## src/rtl/clkdiv_pkg.sv

```systemverilog
// Shared constants and helpers for the multi-channel clock divider.
package clkdiv_pkg;

  localparam logic [31:0] MIN_DIV = 32'd2;

  typedef struct packed {
    logic slow;
    logic tick;
  } chan_out_t;

  // Divisors below 2 cannot produce a high and a low phase, so they are raised to MIN_DIV.
  function automatic logic [31:0] clamp_div(input logic [31:0] d);
    return (d < MIN_DIV) ? MIN_DIV : d;
  endfunction

  // ceil(n/2) without the overflow that (n+1)>>1 would have at full width.
  function automatic logic [31:0] half_up(input logic [31:0] n);
    return (n >> 1) + {31'b0, n[0]};
  endfunction

endpackage

```

## src/rtl/clkdiv_chan.sv

```systemverilog
// One divider channel: counter, active divisor, pending divisor and registered outputs.
module clkdiv_chan
  import clkdiv_pkg::*;
#(
  parameter int CNT_W       = 16,
  parameter int DEFAULT_DIV = 5
) (
  input  logic             clk,
  input  logic             rst,
  input  logic             en_i,
  input  logic             sync_i,
  input  logic             wr_i,
  input  logic [CNT_W-1:0] wr_data_i,
  output logic             slow_clk_o,
  output logic             tick_o
);

  logic [CNT_W-1:0] cnt_q, cnt_d;
  logic [CNT_W-1:0] div_q, div_d;
  logic [CNT_W-1:0] pend_q, pend_d;
  logic             pend_vld_q, pend_vld_d;
  chan_out_t        out_q, out_d;

  logic [CNT_W-1:0] pend_nv;
  logic             pend_has;
  logic             wrap;
  logic             restart;
  logic             load;

  always_comb begin
    pend_nv  = wr_i ? wr_data_i : pend_q;
    pend_has = wr_i | pend_vld_q;
    wrap     = (cnt_q >= div_q - CNT_W'(1));
    // Disable, sync and the natural wrap all start a fresh period at cnt=0.
    restart  = ~en_i | sync_i | wrap;
    load     = restart & pend_has;

    cnt_d      = restart ? '0 : cnt_q + CNT_W'(1);
    div_d      = load ? CNT_W'(clamp_div(32'(pend_nv))) : div_q;
    pend_d     = pend_nv;
    pend_vld_d = pend_has & ~load;

    // Outputs come from next state so they line up with the cnt value they describe.
    out_d.slow = (cnt_d >= CNT_W'(half_up(32'(div_d))));
    out_d.tick = (cnt_d == div_d - CNT_W'(1));
  end

  always_ff @(posedge clk) begin
    if (rst) begin
      cnt_q      <= '0;
      div_q      <= CNT_W'(DEFAULT_DIV);
      pend_q     <= '0;
      pend_vld_q <= 1'b0;
      out_q      <= '0;
    end else begin
      cnt_q      <= cnt_d;
      div_q      <= div_d;
      pend_q     <= pend_d;
      pend_vld_q <= pend_vld_d;
      out_q      <= out_d;
    end
  end

  assign slow_clk_o = out_q.slow;
  assign tick_o     = out_q.tick;

endmodule

```

## src/rtl/clkdiv_multi.sv

```systemverilog
// Multi-channel clock-enable / divided-clock generator with per-channel programmable divisors.
// Optional CLKDIV_SYNC_EN adds a sync_req input that phase-aligns all enabled channels.
module clkdiv_multi
  import clkdiv_pkg::*;
#(
  parameter int   CHANNELS    = 4,
  parameter int   CNT_W       = 16,
  parameter int   DEFAULT_DIV = 5,
  localparam int  CH_W        = (CHANNELS > 1) ? $clog2(CHANNELS) : 1
) (
  input  logic                clk,
  input  logic                rst,
  input  logic [CHANNELS-1:0] en,
  input  logic                div_wr,
  input  logic [CH_W-1:0]     div_ch,
  input  logic [CNT_W-1:0]    div_data,
`ifdef CLKDIV_SYNC_EN
  input  logic                sync_req,
`endif
  output logic [CHANNELS-1:0] slow_clk,
  output logic [CHANNELS-1:0] tick
);

  logic sync;

`ifdef CLKDIV_SYNC_EN
  assign sync = sync_req;
`else
  assign sync = 1'b0;
`endif

  // An out-of-range div_ch matches no channel, so that write is dropped.
  for (genvar i = 0; i < CHANNELS; i++) begin : g_chan
    logic wr_hit;
    assign wr_hit = div_wr && (div_ch == CH_W'(i));

    clkdiv_chan #(
      .CNT_W       (CNT_W),
      .DEFAULT_DIV (DEFAULT_DIV)
    ) u_chan (
      .clk        (clk),
      .rst        (rst),
      .en_i       (en[i]),
      .sync_i     (sync),
      .wr_i       (wr_hit),
      .wr_data_i  (div_data),
      .slow_clk_o (slow_clk[i]),
      .tick_o     (tick[i])
    );
  end

endmodule

```

## config.mk

```make
export PLATFORM = sky130hd
export DESIGN_NAME = clkdiv_multi
export DESIGN_NICKNAME = d
export VERILOG_FILES = /design/src/rtl/clkdiv_pkg.sv /design/src/rtl/clkdiv_chan.sv /design/src/rtl/clkdiv_multi.sv
export SDC_FILE = /design/constraint.sdc
export NUM_CORES = 1
export LEC_CHECK = 0
export ABC_AREA = 1
export CAP_MARGIN = 20
export CORE_MARGIN = 5
export CORE_UTILIZATION = 58
export CTS_CLUSTER_DIAMETER = 100
export DETAILED_ROUTE_END_ITERATION = 6
export PLACE_DENSITY_LB_ADDON = 0.1
export SYNTH_ARGS = -nofsm -noshare
export SYNTH_HDL_FRONTEND = slang
export SYNTH_HIERARCHICAL = 1
export SYNTH_SLANG_ARGS = --single-unit
```

## constraint.sdc

```tcl
create_clock -name clk -period 9.1 [get_ports clk]
set_input_delay 2.275 -clock clk [delete_from_list [all_inputs] [get_ports clk]]
set_output_delay 2.275 -clock clk [all_outputs]
set_load 0.005 [all_outputs]
```

==> impl_metrics.tcl <==
set metrics [dict create \
    diodes 0 \
    slowest_delay_ns 0.36 \
    hp-class "reg -> reg" \
    grt_setup_unrepaired "no" \
    hold_buffers 0 \
    route.detailed.vias_per_inst 5.244 \
    wire_per_inst_um 14.08 \
    min_from "g_chan[0].u_chan/pend_vld_q$_SDFF_PP0_" \
    area_growth_pct 7.702 \
    die_area_um2 34390 \
    finalSetupViolations 0 \
    r2r_slack_ns 2.76 \
    p_int_mw 1.780 \
    hold_viol_final 0 \
    grt_pass1_wl_um 77960 \
    syn_avg_cell_area_um2 6.178 \
    worstPathArrival_ns 6.82 \
    top_usage_layer "met2" \
    clkTransAtPathRegs_ns 0.06 \
    ff2ff_path_depth 40 \
    worstSetupEndpointType "flip-flop" \
    vias 17410 \
    finalWeightedCongestion 0.9376 \
    numClockSinks 204 \
    antenna_found_initial 0 \
    cpMostUsedCell "nand2_1" \
    relSlewSlack_pct 37.91 \
    p_switching_mw 0.8178 \
    grt_max_degree 84 \
    combinationalPowerShare_pct 22.0 \
    first_pass_iters 6 \
    tritoncts "done" \
    cts_resized 0 \
    htree_levels 1 \
    fmax_mhz 157.6 \
    nFillCells 2906 \
    crit_family "simple AND/OR/NAND/NOR gates" \
    fin_worst_skew_ns 0.01232 \
    drive_above_1_share_pct 7.561 \
    whs_endpoint "g_chan[0].u_chan/pend_vld_q$_SDFF_PP0_" \
    synth_edf_count 0 \
    syn_area_um2 17850 \
    ys_seq_area_share_pct 22.87 \
    grt_use_met3_pct 3.225 \
    clockPowerShare_pct 41.9 \
    power_frac_seq_pct 36.1 \
    initial_utilization_pct 58.52 \
    antenna_left 0 \
    r2r-start "g_chan[1].u_chan/div_q[2]$_SDFF_PP1_" \
    clockBufferDepth 3 \
    timing.final.crit_share_pct 69.71 \
    power_density_nw_per_um2 135.1 \
    cp.depth 40 \
    cts_root_buf "clkbuf_16" \
    synthFlopType "dfxtp_1" \
    finalWorstSetupSlack_ns 2.756 \
    met2_usage_pct 45.90 \
    fp.dieW_um 185.5 \
    dp_hpwl_um 36710 \
    io_buffer_count 32 \
    ys_types 53 \
    overflow 0 \
    leakage_nw 9.985 \
    maxSlewViolCount 0 \
    ios 33 \
    required_ns 9.57 \
    die_y_um 185.5 \
    crit_path_start_kind "flip-flop" \
    maxCapViolations 0 \
    preCtsSetupSlack_ns 2.349 \
    period_needed_ns 6.344 \
    vdd_drop_max_mv 0.1304 \
    synth_seq_cells 204 \
    crit_type "reg -> reg" \
    track_usage_pct 27.17 \
    swShare_pct 31.48 \
    clk_latency_ns 0.53 \
    crit_path_max_fanout 34 \
    finish.net_count 3078 \
    slowest_stage "nand2_2" \
    hold_depth 2 \
    syn_inst 2890 \
    drt_iter0_drc 1154 \
    grt_pass1_vias 16600 \
    r2r_end "g_chan[1].u_chan/slow_clk_o$_SDFF_PP0_" \
    totalWireLength_um 46730 \
    instances_no_fill 3319 \
    core_area_um2 30510 \
    cp_num_buf_inv 7 \
    drcViolationCount 0 \
    status "finished, final reports clean" \
    yosysWarnings 6 \
    row_count 64 \
    cts_made_buffers 27 \
    async_flop_share_pct 0 \
    placed_cells 3272 \
    cts_setup_buffers 0 \
    grt_use_met1_pct 36.80 \
    worst_pin_slew_ns 0.9314 \
    setup_tns_ns 0 \
]
cells by family (layout without fill, tap and decap cells):
family,Yosys count,in the layout,synth area share [%]
flip-flops,204,204,22.87
buffers and inverters,570,600,13.09
AO/OA/AOI/OAI,172,172,5.648
AND/OR/NAND/NOR,1667,1667,41.56
XOR/XNOR,127,127,6.384
multiplexers,1,1,0.05606
other,1,4,0.02100
adder cells (fa/ha/maj),148,148,10.37
sequential cells by signal (all words and copies together) (netlist names):
| name | flops |
|---|---|
| g_chan.u_chan/cnt_q | 64 |
| g_chan.u_chan/slow_clk_o | 4 |
| g_chan.u_chan/pend_vld_q | 4 |
| g_chan.u_chan/pend_q | 64 |
| g_chan.u_chan/div_q | 64 |
| g_chan.u_chan/tick_o | 4 |
stage by stage:
stage / power, mW / instance area, um2 / utilization (%) / hold WS (ns)
6_report: 2.598 / 19230 / 63.03 / 0.4525
4_1_cts: 2.621 / 19230 / 63.03 / 0.4545
2_1_floorplan: 1.395 / 17870 / - / 0.4297
3_3_place_gp: 1.511 / 18330 / 60.07 / 0.4396
3_5_place_dp: 1.521 / 18330 / 60.07 / 0.4452
5_1_grt: 2.750 / 19230 / 63.03 / 0.4873
per-layer routing:
layer / vias to the layer above / wire length [um]
met3: 77 / 2362
met4: 0 / 1089
met2: 406 / 21380
met5: - / 0
li1: 9016 / -
met1: 7906 / 21900
tightest hold or removal path, stage by stage (launching register included):
cell and delay (ns):
dfxtp_1 0.30, inv_1 0.06, a21oi_1 0.05
cell type report:
class	count	area, um2	share of cell area, %
well taps	396	495.5	2.577
flip-flops and latches	204	4084	21.24
clock inverters	13	171.4	0.8914
clock buffers	34	732.0	3.806
multi-input cells	2119	11440	59.52
inverters	515	1936	10.07
repair buffers	38	366.6	1.906
cell usage after synthesis, types with 8 or more instances:
cell,count,area (um2)
o21ai_2,12,105.1
o21bai_1,10,75.07
nor3_1,51,255.2
nand3b_1,14,105.1
inv_1,491,1843
nor3_2,10,100.1
nor4_1,15,93.84
nand2_4,9,101.4
nand3_1,219,1096
ha_1,148,1852
o21ai_1,9,45.04
o21ai_0,58,290.3
nor2_4,11,123.9
xor2_1,117,1025
a21oi_1,62,310.3
nand3_2,15,150.1
nand2_2,56,350.3
nand4_1,53,331.6
nor2_1,382,1434
xnor2_1,8,70.07
dfxtp_1,204,4084
buf_2,10,50.05
nor2_2,23,143.9
nand2_1,793,2977
buf_6,17,191.4
inv_2,20,75.07
clkbuf_1,20,75.07
how the worst max path moves through the flow:
stage,to,startpoint
6_report,g_chan[1].u_chan/slow_clk_o$_SDFF_PP0_,g_chan[1].u_chan/div_q[2]$_SDFF_PP1_
5_1_grt,g_chan[1].u_chan/slow_clk_o$_SDFF_PP0_,g_chan[1].u_chan/div_q[2]$_SDFF_PP1_
4_1_cts,g_chan[1].u_chan/slow_clk_o$_SDFF_PP0_,g_chan[1].u_chan/div_q[0]$_SDFF_PP1_
3_5_place_dp,g_chan[2].u_chan/slow_clk_o$_SDFF_PP0_,div_ch[1]
3_3_place_gp,g_chan[0].u_chan/slow_clk_o$_SDFF_PP0_,div_ch[0]
2_1_floorplan,g_chan[0].u_chan/slow_clk_o$_SDFF_PP0_,div_ch[0]
cell usage in the layout (no fill, tap or decap), types with 4 or more instances in the layout:
master	synthesis	layout
buf_4	6	6
nand2_2	56	56
xor2_1	117	117
o21bai_1	10	10
nor3_2	10	10
nand2_4	9	9
inv_2	20	20
ha_1	148	148
a21oi_1	62	62
nand3_1	219	219
nor2_1	382	382
nand2_1	793	793
nand4_1	53	53
o21ai_0	58	58
o21ai_2	12	12
nor4_1	15	15
clkbuf_1	20	4
nand3_2	15	15
xnor2_1	8	8
inv_1	491	491
o21ai_1	9	9
nor3_1	51	51
clkbuf_16	0	27
dfxtp_1	204	204
conb_1	1	4
nand3b_1	14	14
clkinv_2	0	7
o21a_1	4	4
bufinv_16	0	4
nor2_2	23	23
nor2_4	11	11
clkdlybuf4s50_1	0	31
power groups by stage:
| stage | Clock, mW | Sequential, mW | Combinational, mW |
|---|---|---|---|
| after global routing | 1.16 | 0.941 | 0.652 |
| after floorplan | 0 | 0.953 | 0.442 |
| after global placement | 0 | 0.956 | 0.554 |
| after detailed placement | 0 | 0.957 | 0.564 |
| final | 1.09 | 0.938 | 0.571 |
| after CTS | 1.11 | 0.937 | 0.569 |
(Power assumes the default switching activity.)
